===== config.mk =====
export PLATFORM = sky130hd
export DESIGN_NAME = ctrl_unit
export DESIGN_NICKNAME = d
export VERILOG_FILES = /design/src/rtl/ctrl_pkg.sv /design/src/rtl/ctrl_unit.sv
export SDC_FILE = /design/constraint.sdc
export NUM_CORES = 1
export LEC_CHECK = 0
export ABC_AREA = 1
export ABC_CLOCK_PERIOD_IN_PS = 1950
export CAP_MARGIN = 20
export CELL_PAD_IN_SITES_DETAIL_PLACEMENT = 1
export CELL_PAD_IN_SITES_GLOBAL_PLACEMENT = 2
export CORE_MARGIN = 4
export CORE_UTILIZATION = 12
export CTS_BUF_LIST = sky130_fd_sc_hd__clkbuf_4 sky130_fd_sc_hd__clkbuf_8
export CTS_CLUSTER_DIAMETER = 50
export DETAILED_ROUTE_END_ITERATION = 12
export MAX_ROUTING_LAYER = met4
export PLACE_DENSITY = 0.78
export SETUP_SLACK_MARGIN = 0.5
export SYNTH_ARGS = -nofsm -noshare
export SYNTH_HDL_FRONTEND = slang
export SYNTH_SLANG_ARGS = --single-unit

===== constraint.sdc =====
create_clock -name Clock -period 1.95 [get_ports Clock]
set_clock_uncertainty 0.2 [all_clocks]
set_input_delay 0.39 -clock Clock [delete_from_list [all_inputs] [get_ports Clock]]
set_output_delay 0.39 -clock Clock [all_outputs]
set_load 0.01 [all_outputs]

===== src/rtl/ctrl_pkg.sv =====
// Shared encodings for the hardwired ALU_System control unit: states, opcodes,
// function-select codes, register selects and the decoded control word.
package ctrl_pkg;

  typedef enum logic [2:0] {
    S_INIT, S_FETCH_L, S_FETCH_H, S_EX0, S_EX1, S_HALT
  } state_t;

  localparam logic [3:0] OP_LD   = 4'h0;
  localparam logic [3:0] OP_ST   = 4'h1;
  localparam logic [3:0] OP_MOVI = 4'h2;
  localparam logic [3:0] OP_ADD  = 4'h3;
  localparam logic [3:0] OP_SUB  = 4'h4;
  localparam logic [3:0] OP_BRA  = 4'h5;
  localparam logic [3:0] OP_BEQ  = 4'h6;
  localparam logic [3:0] OP_HALT = 4'hF;

  // FunSel shared by RF, ARF and IR
  localparam logic [1:0] FS_DEC  = 2'b00;
  localparam logic [1:0] FS_INC  = 2'b01;
  localparam logic [1:0] FS_LOAD = 2'b10;
  localparam logic [1:0] FS_CLR  = 2'b11;

  localparam logic [3:0] ALU_PASSB = 4'b0001;
  localparam logic [3:0] ALU_ADD   = 4'b0100;
  localparam logic [3:0] ALU_SUB   = 4'b0101;

  localparam logic [1:0] ARF_PC = 2'b00;
  localparam logic [1:0] ARF_AR = 2'b01;
  localparam logic [1:0] ARF_SP = 2'b10;

  localparam logic [3:0] RSEL_PC  = 4'b1000;
  localparam logic [3:0] RSEL_AR  = 4'b0100;
  localparam logic [3:0] RSEL_SP  = 4'b0010;
  localparam logic [3:0] RSEL_ALL = 4'b1111;

  localparam logic [1:0] MUXA_ALU = 2'b00;
  localparam logic [1:0] MUXA_MEM = 2'b01;
  localparam logic [1:0] MUXA_IMM = 2'b10;
  localparam logic [1:0] MUXB_IMM = 2'b10;

  typedef struct packed {
    logic [1:0] mux_a;
    logic [1:0] mux_b;
    logic       mux_c;
    logic [2:0] rf_oa;
    logic [2:0] rf_ob;
    logic [1:0] rf_fun;
    logic [3:0] rf_rsel;
    logic [3:0] rf_tsel;
    logic [3:0] alu_fun;
    logic [1:0] arf_oa;
    logic [1:0] arf_ob;
    logic [1:0] arf_fun;
    logic [3:0] arf_rsel;
    logic [1:0] ir_fun;
    logic       ir_en;
    logic       ir_lh;
    logic       mem_wr;
    logic       mem_cs;
    logic       halted;
  } ctrl_t;

  // Rx/Ry field to RF output select: upper half of the select space is R1..R4
  function automatic logic [2:0] rf_osel(input logic [1:0] r);
    return {1'b1, r};
  endfunction

  // Rx field to one-hot RF RSel, R1 in the MSB
  function automatic logic [3:0] rf_onehot(input logic [1:0] r);
    return 4'b1000 >> r;
  endfunction

endpackage


===== src/rtl/ctrl_unit.sv =====
// Multi-cycle hardwired controller: two-byte fetch into IR, then one or two
// execute cycles decoded from the registered state, IR_Out and the Z flag.
module ctrl_unit
  import ctrl_pkg::*;
(
  input  logic        Clock,
  input  logic        Reset,
  input  logic [15:0] IR_Out,
  input  logic [3:0]  ZCNO,
  output logic [1:0]  MuxASel,
  output logic [1:0]  MuxBSel,
  output logic        MuxCSel,
  output logic [2:0]  RF_OutASel,
  output logic [2:0]  RF_OutBSel,
  output logic [1:0]  RF_FunSel,
  output logic [3:0]  RF_RSel,
  output logic [3:0]  RF_TSel,
  output logic [3:0]  ALU_FunSel,
  output logic [1:0]  ARF_OutASel,
  output logic [1:0]  ARF_OutBSel,
  output logic [1:0]  ARF_FunSel,
  output logic [3:0]  ARF_RSel,
  output logic [1:0]  IR_Funsel,
  output logic        IR_Enable,
  output logic        IR_LH,
  output logic        Mem_WR,
  output logic        Mem_CS,
  output logic        Halted
);

  state_t     state, state_nxt;
  ctrl_t      c;
  logic [3:0] op;
  logic [1:0] rx, ry;
  logic       unused_ok;

  assign op = IR_Out[15:12];
  assign rx = IR_Out[11:10];
  assign ry = IR_Out[9:8];
  // Immediate and C/N/O flags only matter to the datapath
  assign unused_ok = ^{IR_Out[7:0], ZCNO[2:0]};

  always_ff @(posedge Clock or negedge Reset) begin
    if (!Reset) state <= S_INIT;
    else        state <= state_nxt;
  end

  always_comb begin
    state_nxt = state;
    case (state)
      S_INIT:    state_nxt = S_FETCH_L;
      S_FETCH_L: state_nxt = S_FETCH_H;
      S_FETCH_H: state_nxt = S_EX0;
      S_EX0: begin
        case (op)
          OP_LD, OP_ST: state_nxt = S_EX1;
          OP_HALT:      state_nxt = S_HALT;
          default:      state_nxt = S_FETCH_L;
        endcase
      end
      S_EX1:     state_nxt = S_FETCH_L;
      S_HALT:    state_nxt = S_HALT;
      default:   state_nxt = S_INIT;
    endcase
  end

  always_comb begin
    c        = '0;
    c.mem_cs = 1'b1;
    case (state)
      S_INIT: begin
        c.arf_fun  = FS_CLR;
        c.arf_rsel = RSEL_PC | RSEL_AR | RSEL_SP;
        c.rf_fun   = FS_CLR;
        c.rf_rsel  = RSEL_ALL;
      end
      S_FETCH_L, S_FETCH_H: begin
        c.arf_ob   = ARF_PC;
        c.mem_cs   = 1'b0;
        c.ir_en    = 1'b1;
        c.ir_fun   = FS_LOAD;
        c.ir_lh    = (state == S_FETCH_H);
        c.arf_fun  = FS_INC;
        c.arf_rsel = RSEL_PC;
      end
      S_EX0: begin
        case (op)
          OP_LD, OP_ST: begin
            c.mux_b    = MUXB_IMM;
            c.arf_fun  = FS_LOAD;
            c.arf_rsel = RSEL_AR;
          end
          OP_MOVI: begin
            c.mux_a   = MUXA_IMM;
            c.rf_fun  = FS_LOAD;
            c.rf_rsel = rf_onehot(rx);
          end
          OP_ADD, OP_SUB: begin
            c.rf_oa   = rf_osel(rx);
            c.mux_c   = 1'b0;
            c.rf_ob   = rf_osel(ry);
            c.alu_fun = (op == OP_ADD) ? ALU_ADD : ALU_SUB;
            c.mux_a   = MUXA_ALU;
            c.rf_fun  = FS_LOAD;
            c.rf_rsel = rf_onehot(rx);
          end
          OP_BRA, OP_BEQ: begin
            // BEQ falls through to idle when Z is clear
            if (op == OP_BRA || ZCNO[3]) begin
              c.mux_b    = MUXB_IMM;
              c.arf_fun  = FS_LOAD;
              c.arf_rsel = RSEL_PC;
            end
          end
          default: ;
        endcase
      end
      S_EX1: begin
        if (op == OP_LD) begin
          c.arf_ob  = ARF_AR;
          c.mem_cs  = 1'b0;
          c.mux_a   = MUXA_MEM;
          c.rf_fun  = FS_LOAD;
          c.rf_rsel = rf_onehot(rx);
        end else if (op == OP_ST) begin
          c.rf_ob   = rf_osel(rx);
          c.alu_fun = ALU_PASSB;
          c.arf_ob  = ARF_AR;
          c.mem_cs  = 1'b0;
          c.mem_wr  = 1'b1;
        end
      end
      S_HALT:  c.halted = 1'b1;
      default: ;
    endcase
  end

  assign MuxASel     = c.mux_a;
  assign MuxBSel     = c.mux_b;
  assign MuxCSel     = c.mux_c;
  assign RF_OutASel  = c.rf_oa;
  assign RF_OutBSel  = c.rf_ob;
  assign RF_FunSel   = c.rf_fun;
  assign RF_RSel     = c.rf_rsel;
  assign RF_TSel     = c.rf_tsel;
  assign ALU_FunSel  = c.alu_fun;
  assign ARF_OutASel = c.arf_oa;
  assign ARF_OutBSel = c.arf_ob;
  assign ARF_FunSel  = c.arf_fun;
  assign ARF_RSel    = c.arf_rsel;
  assign IR_Funsel   = c.ir_fun;
  assign IR_Enable   = c.ir_en;
  assign IR_LH       = c.ir_lh;
  assign Mem_WR      = c.mem_wr;
  assign Mem_CS      = c.mem_cs;
  assign Halted      = c.halted;

endmodule


Word level (Yosys, flattened, before mapping)
Cells that the tools add are included.

Register bits after elaboration: 3. Output and inout port bits: 42. Logic and storage cells: 56.

Equal/unequal tests: 12. Shift operators: 1. Multiplexer cells: 33. Reductions and logical operators: 9.

Operator list (number): 6-bit one-hot mux with 3 select lines (2); 6-bit 2-to-1 mux (5); 3-bit one-hot mux with 2 select lines (3); 3-bit one-hot mux with 5 select lines (1); 4-bit by 3-bit equality test with 1-bit output (second input constant) (3); 6-bit one-hot mux with 2 select lines (1); 1-bit 2-to-1 mux (11); 2-bit OR reduction (5); 3-bit 2-to-1 mux (3); 4-bit by 2-bit equality test with 1-bit output (second input constant) (2); 2-bit one-hot mux with 2 select lines (2); 3-bit by 2-bit equality test with 1-bit output (second input constant) (2); 3-bit equality test (second input constant) (2); 2-bit 2-to-1 mux (3); 4-bit by 1-bit equality test with 1-bit output (second input constant) (1); 4-bit equality test (second input constant) (1); 4-bit logical NOT (1); 4-bit 2-to-1 mux (1); 4-bit by 2-bit >> shifter with 4-bit output (first input constant) (1); 3-bit by 1-bit equality test with 1-bit output (second input constant) (1); 3-bit logical NOT (1); 3-bit OR reduction (1); 1-bit one-hot mux with 2 select lines (1); 1-bit logical OR (1).

Depth between registers and ports, before layout
Gate-level depths: netlist of the first run.

Depth in word-level cells: 5. Gate-level depth with buffers: 6. Mapped depth without buffers: 6.

Worst setup path after synthesis of the first run
OpenSTA, ideal clock, no wires.

Kind: register -> output. From: reg state[0]. To: out ALU_FunSel[0]. Arrival time: 1045 ps. Data required time: 1360 ps. Slack: 315 ps. Cell stages (with the launch flop): 6. Cells stage by stage: dfrtp_1 > nor2_2 > nand2_2 > nor2_4 > inv_2 > o21ai_1.

Longest elaborated chain between the ends: 2. Elaborated cells between the ends (all ways): 3.

RTL lines: start, declared (line ctrl_unit.sv:31) `state_t state, state_nxt;`; start signal, assigned (line ctrl_unit.sv:45) `else state <= state_nxt;`; 3-bit equality test or 3-bit by 2-bit equality test with 1-bit output (tied branches) (line ctrl_unit.sv:70) `case (state)`; 3-bit one-hot mux with 2 select lines (*) (line ctrl_unit.sv:70); end, declared (line ctrl_unit.sv:18) `output logic [3:0] ALU_FunSel,`.

Every way passes the cells marked *; elsewhere a longest branch is shown, timed or not.

Final worst setup path of the first run
From: reg state[1]. To: out ALU_FunSel[0].

Same word-level chain as after synthesis.

==> results.txt, run 1 <==
* Status: complete, but fails checks
- Violated checks: setup timing
- Floorplan row count: 26
* Cts-stage hold buffer count: 0
* Post-synthesis average cell area: 5.81 µm²
- STA puts the critical path data arrival time at between 1 and 1.5 ns.
* Detailed-route vias per instance: between 3 and 4
* Largest net degree at the start of global routing: 9
* # DRC: 0
- The worst setup path is captured at an output port.
* Number of flip-flops under the largest register name: 3
- The first global-routing pass estimated ~5000 µm of wire.
* Launch point of the worst reg-to-reg path: state[2]
* Number of port buffers: 39
* Number of fill cells: roughly 640
- For this run, the post-layout net count is roughly 220.
- Setup repair after global routing could not meet its margin everywhere.
- The count of nets left with antenna violations once routing finished came out at 0.
* Share of final-layout standard cells stronger than drive strength 1: 0.773
- The die covers between 0.006 and 0.007 mm².
* Overall via count from detail_route: 990
* Maximum clock path buffer count: 2
* Data required time of the worst path: between 1 and 1.5 ns
- Compared with the post-synthesis result, the final layout area differs by 184%.
- Number of cells in the finished layout apart from fillers: approximately 270
* Critical Path Source: state[1]
- Final critical delay including setup and external delays: between 2 and 2.5 ns
- The number of global-route vias before repair is approximately 1100.
- In the final routed layout, each cell accounts on average for 11.6 µm.
* Buffer cell driving the clock tree root: clkbuf_8
* Simple-gate portion of the synthesized area: 0.546
- Compound-Gate Fraction of Synth Area: 0.0372
- Critical path class: flop to output port
- Detailed placement finished with a half-perimeter wire length of ~2200 µm.
- Derived from the worst setup path, the maximum achievable clock frequency is 0.488 GHz.
- The first detailed-routing pass took 2 iterations.
- Synth Area in XOR/XNOR: 0
- During synthesis, Yosys emitted a total of 0 warnings.
* Final weighted congestion in routability-driven placement: 0.776
* Leakage: between 0.0009 and 0.001 µW
* Commonest non-fill, non-tap cell in the layout: buf_6
- Overall overflow remaining after global route: 0
- Clock tree from TritonCTS: yes
- Clock edge transition at the registers on the reported setup and hold paths: around 0.040 ns
* Maximum vdd drop: about 0.11 mV
- Top Registers: state: 3 flops
- Initial cell density of the core: 0.124
* Most frequent cells in the layout: 39 x buf_6, 29 x buf_4, 14 x nand2_2
- Dividing total power by cell area gives a power density of 213 mW/mm².
- Synthesis produced a netlist whose cell count is 110.
* Insertion delay of the later-clocked pin in the worst-skew pair: 0.23 ns
* Biggest register: state
- Area of the mapped netlist: between 600 and 700 µm²
- Clock tree synthesis found a total of 3 sinks.
- Number of pins exceeding their max-slew limit in the final report: 0
- H-Tree Depth: 1
* Total clock buffers created by CTS: 3
- Wire length after detailed routing: about 3100 µm
- By area the synthesized netlist is led by buf_4 16%, nand3_1 16%, nand2_1 12%.
* Register area share after synthesis: 0.117
- The floorplan step set the die width to roughly 81 µm.
* Count of different cell masters after synthesis: 20
* Kind of path behind the tightest hold check: primary input to asynchronous set/reset pin
* Final worst-path cycle share: 1.05
* I/O pin count: 64
* Cell type with the highest aggregate area in the netlist: buf_4
* Maxcap violations: 0
- Number of antenna violations at the first check in global routing: 0
* Die height: about 81 µm
- GRT Resource Usage Total: 0.0999
- Post-synthesis adder-cell area fraction: 0
- Setup Total Neg Slack: -0.951 ns
* Setup-failing EPs final: 18
- Yosys top cell area share: 0.164
- Once placement completed, the tool counted placed cells totaling 241.
- The synthesized design contains 3 register bits.
- Once routing completed, OpenROAD measured the worst setup slack at -0.101 ns.
* Number of DRC violations after detailed-routing iteration 0: 40
- Core Area: 0.00514 mm²
* Diodes inserted: 0
- Multiplexer share of the synthesized area: 0
- Max Fanout on Critical Path: 7
- By area, the combinational part of the netlist is dominated by simple AND/OR/NAND/NOR gates.
- Post-layout utilization of the core: 0.353
* Crit start category: flop
* Final hold violation count: 0
## where the power goes
| part | total (µW) | switching, µW | internal, µW | leakage, µW |
|---|---|---|---|---|
| Combinational | 120 | 67.0 | 53.0 | 0.000914 |
| Sequential | 62.7 | 0 | 62.7 | 0.0000292 |
| Clock | 204 | 50.1 | 154 | 0.0000262 |
## worst max-delay path: stages (launching register included)
cell and delay (ns):
dfrtp_2 0.40, nand2_2 0.10, nor2_4 0.18, buf_12 0.15
buf_6 0.10, inv_4 0.03, o21ai_1 0.12, buf_2 0.15
## per-layer routing
metal  wire length [µm]  up-vias  global-route usage  share of wire
met3                120        5             0.00554          0.039
met1               1190      462               0.108           0.38
met2               1740       33               0.189           0.56
li1                   -      490                   -              -
met4                 51        0              0.0405          0.016
met5                  0        -                   -              0
## worst paths after layout
path,end,slack (ns),depth (start not counted)
setup / recovery,ALU_FunSel[0],-0.10,7
hold / removal,state[1],0.15,1
setup reg to reg,state[0],0.49,7
hold reg to reg,state[2],0.47,3
max in group asynchronous,state[0],1.24,1
min in group Clock,state[2],0.44,4
## final cells by class
| type | instances | area, µm² | share of cell area |
|---|---|---|---|
| clock buffer | 4 | 48.8 | 0.0269 |
| tap | 70 | 87.6 | 0.0482 |
| multi-input combinational | 85 | 673 | 0.371 |
| inverter | 19 | 98.8 | 0.0544 |
| timing repair buffer | 87 | 828 | 0.456 |
| sequential | 3 | 78.8 | 0.0434 |
## Yosys cell counts, drive strengths merged
| master | instances |
|---|---|
| clkinv | 1 |
| a21oi | 1 |
| conb | 1 |
| nor3 | 4 |
| nand3 | 21 |
| buf | 15 |
| dfrtp | 3 |
| nor2 | 17 |
| nand4 | 1 |
| nand2 | 25 |
| inv | 18 |
| o21ai | 3 |
## stage by stage
step,power [µW],instance area (µm²),hold slack [ns],worst slack (ns)
floorplan,126,800,-0.106,0.361
finish,387,1820,0.147,-0.101
CTS,391,1710,0.140,-0.0918
global placement,161,1360,0.380,-0.755
global route,407,1820,0.161,-0.161
detailed placement,162,1360,0.381,-0.782
## cells by family after synthesis
family / Yosys count
AND/OR/NAND/NOR: 68
AO/OA/AOI/OAI: 4
flip-flops: 3
buffers and inverters: 34
other: 1
## what timing repair did
action	4_1_cts	5_1_grt
buffers inserted	17	6
pin swaps	26	15
setup endpoints to repair	31	29
gates resized for setup	202	21
No activity file was read; power rests on OpenSTA's default activity.
==> run 2, diff against run 1 <==
ABC_CLOCK_PERIOD_IN_PS = unset   (was 1950)
CTS_CLUSTER_SIZE = 14   (was unset)
==> results of run 2 <==
No change in the layout: final DEF, timing and power equal those of run 1.
